$ cat config.mk
export PLATFORM = sky130hd
export DESIGN_NAME = iterative_muldiv_unit
export DESIGN_NICKNAME = d
export VERILOG_FILES = /design/src/rtl/iterative_muldiv_unit.sv
export SDC_FILE = /design/constraint.sdc
export NUM_CORES = 1
export LEC_CHECK = 0
export CAP_MARGIN = 20
export CORE_AREA = 8 8 164 166
export DETAILED_ROUTE_END_ITERATION = 12
export DIE_AREA = 0 0 172 174
export GPL_ROUTABILITY_DRIVEN = 0
export SYNTH_ARGS = -nofsm -noshare
export SYNTH_HDL_FRONTEND = slang
export SYNTH_SLANG_ARGS = --single-unit
$ cat constraint.sdc
create_clock -name clock -period 3.5 [get_ports clock]
set_input_delay 0.525 -clock clock [delete_from_list [all_inputs] [get_ports clock]]
set_output_delay 0.525 -clock clock [all_outputs]
set_load 0.03 [all_outputs]
$ cat src/rtl/iterative_muldiv_unit.sv
// Multi-cycle unsigned multiply/divide unit with a single register-file write-back beat.
// It takes one iteration per clock: shift-add for multiply and restoring division for divide.
module iterative_muldiv_unit #(
  parameter int WIDTH      = 16,
  parameter int REG_ADDR_W = 3
) (
  input  logic                  clock,
  input  logic                  reset,
  input  logic                  start,
  input  logic [1:0]            op,
  input  logic [WIDTH-1:0]      operand_a,
  input  logic [WIDTH-1:0]      operand_b,
  input  logic [REG_ADDR_W-1:0] dest,
  output logic                  busy,
  output logic                  done,
  output logic [WIDTH-1:0]      result,
  output logic [REG_ADDR_W-1:0] result_rd,
  output logic                  result_we,
  output logic                  div_by_zero
);

  // state | meaning
  // IDLE  | waiting for start, outputs hold last completion
  // RUN   | one shift-add / restoring-divide iteration per edge
  // DONE  | done/result_we pulse for one cycle

  localparam int CNT_W = $clog2(WIDTH);
  localparam logic [CNT_W-1:0] LAST_COUNT = CNT_W'(WIDTH - 1);

  typedef enum logic [1:0] {IDLE, RUN, DONE} stateT;

  stateT                 state;
  logic [CNT_W-1:0]      count;
  logic [1:0]            opReg;
  logic [WIDTH-1:0]      opA;
  logic [WIDTH-1:0]      opB;
  logic [REG_ADDR_W-1:0] destReg;
  logic [2*WIDTH-1:0]    prodAcc;
  logic [WIDTH-1:0]      rem;
  logic [WIDTH-1:0]      quo;
  logic                  busyReg;
  logic                  doneReg;
  logic [WIDTH-1:0]      resultReg;
  logic [REG_ADDR_W-1:0] resultRdReg;
  logic                  divZeroReg;

  logic [WIDTH:0]        mulSum;
  logic [2*WIDTH-1:0]    prodNext;
  logic [WIDTH:0]        remShift;
  logic [WIDTH:0]        remDiff;
  logic [WIDTH-1:0]      remNext;
  logic [WIDTH-1:0]      quoNext;
  logic [WIDTH-1:0]      finalResult;

  always_comb begin
    mulSum   = {1'b0, prodAcc[2*WIDTH-1:WIDTH]} + (prodAcc[0] ? {1'b0, opA} : '0);
    prodNext = {mulSum, prodAcc[WIDTH-1:1]};

    // A restore only happens when remShift < opB, so its top bit is zero there.
    remShift = {rem, quo[WIDTH-1]};
    remDiff  = remShift - {1'b0, opB};
    if (remDiff[WIDTH]) begin
      remNext = remShift[WIDTH-1:0];
      quoNext = {quo[WIDTH-2:0], 1'b0};
    end else begin
      remNext = remDiff[WIDTH-1:0];
      quoNext = {quo[WIDTH-2:0], 1'b1};
    end

    case (opReg)
      2'b00:   finalResult = prodNext[WIDTH-1:0];
      2'b01:   finalResult = prodNext[2*WIDTH-1:WIDTH];
      2'b10:   finalResult = quoNext;
      default: finalResult = remNext;
    endcase
  end

  always_ff @(posedge clock) begin
    if (reset) begin
      state       <= IDLE;
      count       <= '0;
      opReg       <= '0;
      opA         <= '0;
      opB         <= '0;
      destReg     <= '0;
      prodAcc     <= '0;
      rem         <= '0;
      quo         <= '0;
      busyReg     <= 1'b0;
      doneReg     <= 1'b0;
      resultReg   <= '0;
      resultRdReg <= '0;
      divZeroReg  <= 1'b0;
    end else begin
      case (state)
        IDLE: begin
          if (start) begin
            state      <= RUN;
            count      <= '0;
            opReg      <= op;
            opA        <= operand_a;
            opB        <= operand_b;
            destReg    <= dest;
            prodAcc    <= {{WIDTH{1'b0}}, operand_b};
            rem        <= '0;
            quo        <= operand_a;
            busyReg    <= 1'b1;
            divZeroReg <= 1'b0;
          end
        end
        RUN: begin
          prodAcc <= prodNext;
          rem     <= remNext;
          quo     <= quoNext;
          count   <= count + 1'b1;
          if (count == LAST_COUNT) begin
            state       <= DONE;
            doneReg     <= 1'b1;
            resultReg   <= finalResult;
            resultRdReg <= destReg;
            divZeroReg  <= opReg[1] && (opB == '0);
          end
        end
        DONE: begin
          state   <= IDLE;
          doneReg <= 1'b0;
          busyReg <= 1'b0;
        end
        default: begin
          state   <= IDLE;
          doneReg <= 1'b0;
          busyReg <= 1'b0;
        end
      endcase
    end
  end

  assign busy        = busyReg;
  assign done        = doneReg;
  assign result_we   = doneReg;
  assign result      = resultReg;
  assign result_rd   = resultRdReg;
  assign div_by_zero = divZeroReg;

endmodule

==> flow_metrics.py, run 1 <==
metrics = {
    "outcome": {
        "run_status": "completed",
    },
    "logic_synthesis": {
        "ys_seq_area_share_pct": 36.1,
        "netlist_top_cells_area": "dfxtp_1, nand2_1, a21oi_1, ha_1, a31oi_1",
        "async_reset_ff_share_pct": 0,
        "postSynthCellCount": 932,
        "synth.top_cell.area_share_pct": 36.1,
        "synthesis.yosys.warnings": 0,
        "ys_seq_elements": 129,
        "synth_flop_cell": "dfxtp_1",
        "synth.cell_area_sq_mm": 0.00715,
        "yosys.area_share.simple_pct": 23.6,
        "synth_top_cell_by_area": "dfxtp_1",
        "synth.net_count": 1007,
        "synth_top_family_by_area": "compound AO/OA/AOI/OAI gates",
        "yosys-mux-area-fraction_pct": 1.98,
        "synthDistinctLibCells": 70,
        "number_of_enable_type_register_cells_in_the_synthesized_netlist": 0,
        "synth.avg_cell_area_sq_um": 7.67,
        "adder_cell_fraction_of_synth_area_pct": 6.34,
        "synth_compound_area_share_pct": 24.2,
        "synth_xor_xnor_area_share_pct": 2.57,
    },
    "power": {
        "vdd_drop_max_mv": 0.345,
        "power_report.internal_total_mw": 3.17,
        "switchingPower_mw": 1.57,
        "seq_power_share_pct": 34.5,
        "power.clock.fraction_pct": 38.3,
        "fin_total_pwr_mw": 4.74,
        "pwr-share-comb_pct": 27.1,
        "leakage_component_of_the_power_nw": 3.13,
        "sw_frac_of_total_pct": 33.1,
        "pwr_density_cell_mw_per_mm2": 549,
    },
    "drt": {
        "route.detailed.vias_per_inst": 5.22,
        "wl_um": 22700,
        "post-route-drc-count": 0,
        "antenna_left": 0,
        "detailed_router_s_first_iteration_violation_count": 481,
        "firstDrtPassIters": 5,
        "routed_via_count": 6828,
        "routed_wire_length_per_instance_um": 17.4,
    },
    "floorplan": {
        "fp.coreArea_sq_mm": 0.0245,
        "fp.dieArea_sq_mm": 0.0299,
        "floorplan.rows": 58,
        "chipWidth_um": 172,
        "die_h_um": 174,
        "initial_utilization_pct": 29.1,
        "top_level_ports": 63,
    },
    "sta": {
        "final_period_minus_worst_setup_slack_ns": 3.21,
        "hold_viol": 0,
        "final.hold.worst_slack_ns": 0.449,
        "finalWorstSetupSlack_ns": 0.293,
        "unrepaired_setup_endpoints_after_global_routing": "no",
        "setup_tns_ns": 0,
        "worst_clock_skew_ns": 0.00818,
        "slew_at_the_pin_closest_to_its_max_slew_limit_ns": 0.921,
        "max_slew_margin_pct": 38.6,
        "clock.fmax_mhz": 312,
        "report.final.setup_viol": 0,
        "finalMaxSlewViolations": 0,
        "period_share_pct": 91.6,
    },
    "setup_path": {
        "critPathMaxFanout": 17,
        "timing.critical_path.slowest_cell_delay_ns": 0.48,
        "r2r_setup_slack_ns": 0.29,
        "cp_cell_sequence": "and2_1 -> ha_1 -> fa_1 -> a211oi_1 -> o211ai_1 -> a21oi_1 -> o21ai_0 -> xor2_1 -> a311oi_1 -> or3_1 -> o41ai_2",
        "worst_setup_path_type": "reg2reg",
        "cpMaxStageDelayCell": "dfxtp_1",
        "cp-startpoint": "prodAcc[0]",
        "critical_path_required_ns": 3.83,
        "rr_startpoint": "prodAcc[0]",
        "startpoint_type": "flop",
        "worst_ep_arrival_time_ns": 3.54,
        "cp-end-kind": "flop",
    },
    "cells_and_area": {
        "layout_stage_area_growth_over_the_synthesis_result_pct": 20.8,
        "final_util_pct": 35.2,
        "post-route-cell-area_sq_mm": 0.00864,
        "final_cell_count_no_fill": 1309,
        "layout_commonest_cell": "nand2_1",
        "final_layout_size_suffix_gt1_share_pct": 7.66,
        "num_antenna_cells": 0,
        "most-common-layout-cells": "nand2_1, dfxtp_1, a21oi_1, clkdlybuf4s50_1, nor2_1",
        "num-nets-final": 1041,
    },
    "clock_tree": {
        "post_cts_resized": 0,
        "tritoncts": "done",
        "cts_num_sinks": 129,
        "cts.reportedPaths.clkPinSlew_ns": 0.06,
        "clock_latency_ns": 0.42,
        "post_cts_hold_buffer_count": 0,
        "clockRootBuffer": "clkbuf_16",
        "cts_buffer_depth": 2,
        "cts-buffers-inserted": 17,
        "cts_htree_levels": 4,
        "cts_setup_buffers": 0,
    },
    "global_route": {
        "number_of_global_route_vias_before_repair": 6449,
        "largest_net_degree_at_the_start_of_global_routing": 73,
        "grt_use_total_pct": 15.2,
        "global_route.overflow_total": 0,
        "wire_length_of_the_first_global_routing_pass_um": 35700,
        "antenna_violations_before_repair": 0,
    },
    "worst_hold_path": {
        "hp-start": "opA[1]",
        "worstHoldPathType": "reg2reg",
    },
    "placement": {
        "place.detailed.instances": 1277,
        "port-buffer-count": 62,
        "place_worst_setup_slack_ns": 0.321,
        "placedInstanceArea_sq_mm": 0.00804,
        "detailed_place_hpwl_um": 16000,
    },
    "flow_run": {
        "cap_viol_max_count": 0,
    },
}
cell type report:
class	instances	area [sq um]
multi-input combinational	712	4210
fill	2643	15900
inverter	33	124
sequential	129	2580
clock buffer	19	433
timing repair buffer	73	713
tap	330	413
clock inverter	13	163
registers in the layout (all words and copies together), names as in the netlist:
signal       flops
opB             16
result          16
rem             16
opReg            2
result_rd        3
prodAcc         32
busy             1
state            2
opA             16
count            4
destReg          3
div_by_zero      1
done             1
quo             16
power by group through the flow:
| stage | Clock, mW | Sequential [mW] | Combinational [mW] |
|---|---|---|---|
| after floorplan | 0 | 1.63 | 0.979 |
| after global placement | 0 | 1.67 | 1.27 |
| after global routing | 1.91 | 1.65 | 1.43 |
| after detailed placement | 0 | 1.67 | 1.27 |
| after CTS | 1.84 | 1.64 | 1.28 |
| final | 1.82 | 1.64 | 1.29 |
cell usage after synthesis, types with 4 or more instances:
library cell and instances:
nand3_1 34, or3_1 8, mux2i_1 4, o21ai_1 11, o21a_1 5, xnor2_1 13, o211ai_1 6, a31oi_1 39
a21boi_1 11, a22oi_1 6, a211oi_1 7, nor2_1 46, o21ai_0 31, nor3_1 30, dfxtp_1 129, mux2_2 9
buf_1 12, xor2_1 8, a21o_1 9, nand4_1 6, a21oi_1 107, nor2b_1 5, inv_1 33, nor4_1 4
o22ai_1 6, and2_1 16, clkbuf_1 39, ha_1 33, nand2b_1 5, nand2_1 190
logic make-up (layout without fill, tap and decap cells):
family / Yosys count / after routing
AND/OR/NAND/NOR: 369 / 369
AO/OA/AOI/OAI: 274 / 274
flip-flops: 129 / 129
buffers and inverters: 91 / 138
adder cells (fa/ha/maj): 35 / 35
XOR/XNOR: 21 / 21
multiplexers: 13 / 13
per-layer routing:
layer  routed length (um)  up-vias  GRT usage [%]
met4                  508        0           5.53
met2                10400      152           23.6
met1                10700     3264           20.1
met5                    0        -              0
li1                     -     3380              -
met3                 1060       32           3.49
critical path, delay by kind of cell, from the launching register on:
kind,cells,cell delay (ns)
adder cells (fa/ha/maj),2,0.63
flip-flops,1,0.48
XOR/XNOR,1,0.29
AND/OR/NAND/NOR,2,0.58
AO/OA/AOI/OAI,6,1.13
worst paths after layout:
check | to | cells past startpoint
worst max-delay path | result[9] | 11
worst min-delay path | opA[1] | 2
worst max register to register | result[9] | 11
worst min register to register | opA[1] | 2
Power figures use the tool's default switching activity.
==> run 2, diff against run 1 <==
- ABC_AREA: default -> 1
- CORE_AREA: 8 8 164 166 -> 8 8 167 169
- DIE_AREA: 0 0 172 174 -> 0 0 175 177
==> run 2 against run 1 <==
  * Die area is 3.5% higher
  * Synthesized area is 4.4% higher
  * Worst setup slack better by 0.74 ns
  * Clock skew is 0.00098 ns higher
  * Utilization is 0.29 points higher
  * Count of clock-buffer cells in the layout is 1 lower
  * Sequential power is 5% higher
  * Fmax is 30% higher
  * Register-to-register slack better by 0.74 ns
  * Power is 33% higher
  * Final cell count is 19% higher
==> flow_metrics.py, run 2 <==
metrics = {
    "sta": {
        "final_period_minus_worst_setup_slack_ns": 2.47,
        "slew_at_the_pin_closest_to_its_max_slew_limit_ns": 1.02,
        "period_share_pct": 70.4,
        "hold_viol": 0,
        "max_slew_margin_pct": 31.9,
        "finalMaxSlewViolations": 0,
        "clock.fmax_mhz": 406,
        "report.final.setup_viol": 0,
        "unrepaired_setup_endpoints_after_global_routing": "no",
        "setup_tns_ns": 0,
        "worst_clock_skew_ns": 0.00916,
    },
    "floorplan": {
        "fp.dieArea_sq_mm": 0.0310,
        "fp.coreArea_sq_mm": 0.0255,
        "floorplan.rows": 59,
        "top_level_ports": 63,
        "chipWidth_um": 175,
        "die_h_um": 177,
        "initial_utilization_pct": 29.3,
    },
    "global_route": {
        "number_of_global_route_vias_before_repair": 6897,
        "grt_use_total_pct": 14.8,
        "met3_usage_grt_pct": 3.37,
        "grt-busiest-layer": "met2",
        "antenna_violations_before_repair": 0,
        "globalRouteMet2Util_pct": 22.1,
        "largest_net_degree_at_the_start_of_global_routing": 56,
        "wire_length_of_the_first_global_routing_pass_um": 36500,
        "global_route.overflow_total": 0,
        "met1_usage_pct": 20.7,
    },
    "logic_synthesis": {
        "synth.top_cell.area_share_pct": 34.6,
        "ys_top_cells_by_count": "nand2_1, inv_1, dfxtp_1",
        "synthesis.yosys.warnings": 0,
        "number_of_enable_type_register_cells_in_the_synthesized_netlist": 0,
        "async_reset_ff_share_pct": 0,
        "netlist_top_cells_area": "dfxtp_1, nand2_1, a21oi_1, inv_1, ha_1",
        "postSynthCellCount": 1169,
        "ys_seq_area_share_pct": 34.6,
        "ys_seq_elements": 129,
        "synth.avg_cell_area_sq_um": 6.39,
        "synth_most_common_cell": "nand2_1",
        "synth.net_count": 1244,
        "synth_flop_cell": "dfxtp_1",
        "synth.cell_area_sq_mm": 0.00746,
        "synth_top_cell_by_area": "dfxtp_1",
        "synthDistinctLibCells": 33,
    },
    "setup_path": {
        "cp-end-kind": "flop",
        "startpoint_type": "flop",
        "cp-startpoint": "prodAcc[0]",
        "critical_path.endpoint": "result[10]",
        "worst_setup_path_type": "reg2reg",
        "worst_r2r_path_depth": 14,
        "critical_path_required_ns": 3.85,
        "r2r_end": "result[10]",
        "worst_ep_arrival_time_ns": 2.82,
        "critPathMaxFanout": 17,
        "r2r_setup_slack_ns": 1.03,
        "rr_startpoint": "prodAcc[0]",
    },
    "power": {
        "vdd_drop_max_mv": 0.556,
        "fin_total_pwr_mw": 6.33,
        "leakage_component_of_the_power_nw": 3.98,
        "pwr_density_cell_mw_per_mm2": 700,
    },
    "cells_and_area": {
        "layout_commonest_cell": "nand2_1",
        "num-nets-final": 1286,
        "layout_stage_area_growth_over_the_synthesis_result_pct": 21.1,
        "final_layout_size_suffix_gt1_share_pct": 7.03,
        "final_cell_count_no_fill": 1559,
        "largest_register": "prodAcc",
        "most-common-layout-cells": "nand2_1, inv_1, dfxtp_1, a21oi_1, nand3_1",
        "largest_reg_flops": 32,
        "num_antenna_cells": 0,
    },
    "placement": {
        "port-buffer-count": 62,
        "place.detailed.instances": 1527,
        "detailed_place_hpwl_um": 17200,
    },
    "clock_tree": {
        "cts_num_sinks": 129,
        "cts_setup_buffers": 0,
        "post_cts_hold_buffer_count": 0,
        "cts_buffer_depth": 2,
        "tritoncts": "done",
        "clockRootBuffer": "clkbuf_16",
        "cts.reportedPaths.clkPinSlew_ns": 0.06,
        "cts-buffers-inserted": 17,
        "post_cts_resized": 0,
        "cts_htree_levels": 4,
        "clock_latency_ns": 0.42,
    },
    "flow_run": {
        "cap_viol_max_count": 0,
    },
    "drt": {
        "wl_um": 23100,
        "detailed_router_s_first_iteration_violation_count": 629,
        "antenna_left": 0,
        "routed_via_count": 7388,
        "routed_wire_length_per_instance_um": 14.8,
        "route.detailed.vias_per_inst": 4.74,
        "firstDrtPassIters": 7,
        "post-route-drc-count": 0,
    },
    "outcome": {
        "run_status": "completed",
    },
    "worst_hold_path": {
        "worstHoldPathType": "reg2reg",
    },
}
==> run 2: cell types whose count changed in the layout (fill, tap and decap cells not counted), sizes merged, moves of 12 or more <==
cell and change:
nand2 +280, inv +106, nand3 +32, o21ai -27
nor3 -25, nor2 +19, a21oi +16, and2 -13
a21boi -12
==> run 2: layout make-up <==
cell class / count / area [sq um]
Clock inverter: 14 / 228
Sequential cell: 129 / 2580
Inverter: 137 / 514
Multi-Input combinational cell: 853 / 4150
Fill cell: 2714 / 16400
Clock buffer: 18 / 429
Timing Repair Buffer: 73 / 721
Tap cell: 335 / 419
==> run 2: critical path, stage by stage, from the launching register on <==
cell,delay (ns)
dfxtp_1,0.65
nand2_1,0.15
inv_1,0.10
ha_1,0.27
nand2_1,0.08
nand2_1,0.08
a21oi_1,0.14
nand2_1,0.11
nand2_1,0.09
nand2_1,0.05
nand2_1,0.07
nand3_1,0.10
a21oi_1,0.27
nand2_1,0.10
a21oi_2,0.12
==> run 2: per-stage QoR <==
stage	utilization (%)	hold slack (ns)	area (sq um)	setup slack, ns
6_report	35.5	0.462	9040	1.03
4_1_cts	35.5	0.465	9040	1.07
3_3_place_gp	32.8	0.452	8360	0.841
2_1_floorplan	-	0.441	7460	1.37
5_1_grt	35.5	0.486	9040	0.785
3_5_place_dp	32.9	0.455	8390	1.10
==> run 2: how the worst min path moves through the flow <==
stage,start,end,slack [ns],depth (start not counted)
final,opA[14],opA[14],0.46,2
after CTS,opA[14],opA[14],0.47,2
after global placement,opB[3],opB[3],0.45,2
after global routing,opB[8],opB[8],0.49,2
after detailed placement,opA[14],opA[14],0.46,2
after floorplan,opB[10],opB[10],0.44,2
==> run 2: cells by family after synthesis <==
family	after synthesis	synth area share, %
compound gates	182	13.7
xor+xnor	13	1.53
fa+ha+maj	35	6.07
buf+inv	187	10.0
flops	129	34.6
simple gates	623	34.1
==> run 2: per-layer routing <==
metal	vias to the layer above	part of all wire, %	wire length [um]
met5	-	0	0
met4	0	1.5	357
met3	21	6.8	1570
met2	215	42	9780
met1	3364	49	11400
li1	3788	-	-
==> run 2: power breakdown <==
part | internal [mW] | total (mW) | switching [mW] | leakage (nW)
clock | 1.28 | 2.00 | 0.725 | 0.315
sequential | 1.59 | 1.72 | 0.127 | 1.05
combinational | 0.833 | 2.61 | 1.77 | 2.61
total | 3.70 | 6.33 | 2.62 | 3.98
==> run 3, diff against run 2 <==
- clock period: 3.5 -> 2.6 ns (I/O delays scaled with it)
==> run 3 against run 2 <==
  * Sequential share of layout area fell by 0.19 points
  * Count of clock-buffer cells in the layout rose by 4
  * First-iteration DRC count fell by 19%
  * Critical endpoint is now result[0]
  * Non-clock buffer count rose by 7
  * Hold slack got worse by 0.095 ns
  * Utilization rose by 0.26 points
  * Largest power group unchanged
==> flow_metrics.py, run 3 (synthesized netlist as in run 2, its figures left out) <==
metrics = {
    "clock_tree": {
        "cts.reportedPaths.clkPinSlew_ns": 0.06,
        "post_cts_hold_buffer_count": 0,
        "cts_buffer_depth": 2,
        "cts-buffers-inserted": 17,
        "clock_latency_ns": 0.44,
        "tritoncts": "done",
        "cts_num_sinks": 129,
        "cts_htree_levels": 4,
        "clockRootBuffer": "clkbuf_16",
    },
    "global_route": {
        "global_route.overflow_total": 0,
        "number_of_global_route_vias_before_repair": 7091,
        "antenna_violations_before_repair": 0,
        "met3_usage_grt_pct": 3.50,
        "met1_usage_pct": 21.0,
        "globalRouteMet2Util_pct": 22.8,
        "grt-busiest-layer": "met2",
        "largest_net_degree_at_the_start_of_global_routing": 69,
        "grt_use_total_pct": 15.1,
        "wire_length_of_the_first_global_routing_pass_um": 37300,
    },
    "flow_run": {
        "cap_viol_max_count": 0,
    },
    "setup_path": {
        "worst_ep_arrival_time_ns": 2.69,
        "critPathMaxFanout": 17,
        "timing.critical_path.slowest_cell_delay_ns": 0.41,
        "cp-end-kind": "flop",
        "worst_setup_path_type": "reg2reg",
        "startpoint_type": "flop",
        "cpMaxStageDelayCell": "fa_1",
        "cp_cell_sequence": "inv_1 -> ha_1 -> fa_1 -> inv_1 -> nand2_1 -> nand2_1 -> nand3_1 -> nand2_2 -> nand2_2 -> nand3_1 -> nand2_8 -> nand2_1 -> nand3_2 -> nand2_1 -> a21oi_2",
        "critical-path-top-cell-by-count": "nand2_1",
        "critical_path_required_ns": 2.91,
    },
    "placement": {
        "detailed_place_hpwl_um": 17200,
        "placedInstanceArea_sq_mm": 0.00846,
        "port-buffer-count": 62,
    },
    "power": {
        "fin_total_pwr_mw": 8.51,
        "pwr_density_cell_mw_per_mm2": 934,
        "vdd_drop_max_mv": 0.604,
        "leakage_component_of_the_power_nw": 4.01,
    },
    "drt": {
        "post-route-drc-count": 0,
        "wl_um": 23200,
        "route.detailed.vias_per_inst": 4.75,
        "routed_via_count": 7441,
        "antenna_left": 0,
        "detailed_router_s_first_iteration_violation_count": 509,
        "routed_wire_length_per_instance_um": 14.8,
        "firstDrtPassIters": 5,
    },
    "floorplan": {
        "floorplan.rows": 59,
        "fp.coreArea_sq_mm": 0.0255,
        "fp.dieArea_sq_mm": 0.0310,
        "top_level_ports": 63,
        "initial_utilization_pct": 29.3,
        "chipWidth_um": 175,
        "die_h_um": 177,
    },
    "sta": {
        "final_period_minus_worst_setup_slack_ns": 2.38,
        "finalMaxSlewViolations": 0,
        "unrepaired_setup_endpoints_after_global_routing": "yes",
        "report.final.setup_viol": 0,
        "slew_at_the_pin_closest_to_its_max_slew_limit_ns": 0.967,
        "clock.fmax_mhz": 421,
        "hold_viol": 0,
        "worst_clock_skew_ns": 0.0110,
        "setup_tns_ns": 0,
        "period_share_pct": 91.4,
        "max_slew_margin_pct": 35.5,
        "final.hold.worst_slack_ns": 0.366,
    },
    "cells_and_area": {
        "layout_commonest_cell": "nand2_1",
        "most-common-layout-cells": "nand2_1, inv_1, dfxtp_1, a21oi_1, nand3_1",
        "post-route-cell-area_sq_mm": 0.00911,
        "largest_reg_flops": 32,
        "num-fill-cells": 2740,
        "final_layout_size_suffix_gt1_share_pct": 7.72,
        "largest_register": "prodAcc",
        "num_antenna_cells": 0,
        "layout_stage_area_growth_over_the_synthesis_result_pct": 22.0,
        "num-nets-final": 1293,
    },
    "worst_hold_path": {
        "worstHoldPathType": "in2reg",
    },
    "outcome": {
        "run_status": "completed",
    },
}
[run 3: cell types whose count changed in the layout (fill, tap and decap cells not counted), sizes merged]
cell    previous run  this run
clkbuf            18        22
bufinv             5         3
clkinv             4         3
buf               12        19
inv              140       139
[run 3: routing by layer]
metal / routed length, um / part of all wire, %
met5: 0 / 0
met4: 234 / 1.0
met3: 1440 / 6.2
met2: 10000 / 43
met1: 11500 / 50
[run 3: cell type report]
cell class / count / area (sq um) / area share [%]
Timing Repair Buffer: 80 / 791 / 8.68
Clock buffer: 22 / 484 / 5.32
Inverter: 137 / 514 / 5.65
Clock inverter: 10 / 145 / 1.59
Tap cell: 335 / 419 / 4.60
Multi-Input combinational cell: 853 / 4170 / 45.8
Sequential cell: 129 / 2580 / 28.4
[run 3: per-stage QoR]
stage | util, % | std cells | setup WS, ns
after floorplan | - | 1169 | 0.470
after global placement | 33.2 | 1534 | 0.257
after detailed placement | 33.2 | 1534 | 0.230
after CTS | 35.7 | 1566 | 0.192
after global routing | 35.8 | 1566 | -0.00815
final | 35.8 | 1566 | 0.223
[run 3: path summary, 6_finish.rpt]
| path | cells past startpoint | slack [ns] | startpoint | to |
|---|---|---|---|---|
| worst max-delay path | 15 | 0.22 | quo[15] | result[0] |
| worst min-delay path | 2 | 0.37 | reset | state[1] |
| worst max register to register | 15 | 0.22 | quo[15] | result[0] |
| worst min register to register | 2 | 0.46 | opB[3] | opB[3] |
[run 3: power by group]
group	total [mW]	internal [mW]	leakage [nW]	switching, mW
Sequential	2.30	2.14	1.05	0.157
Clock	2.57	1.62	0.304	0.951
Combinational	3.64	1.20	2.66	2.44
Total	8.51	4.96	4.01	3.55
[run 3: repair_timing]
action	4_1_cts	5_1_grt
setup buffers	0	0
resized for setup	0	4
endpoints found under the setup margin	0	19
[run 3: worst max-delay path: cells and delay by family (launching register included)]
kind            cells  cell delay, ns
simple gates       10            1.08
buf+inv             2            0.14
flops               1            0.38
compound gates      1            0.06
fa+ha+maj           2            0.61
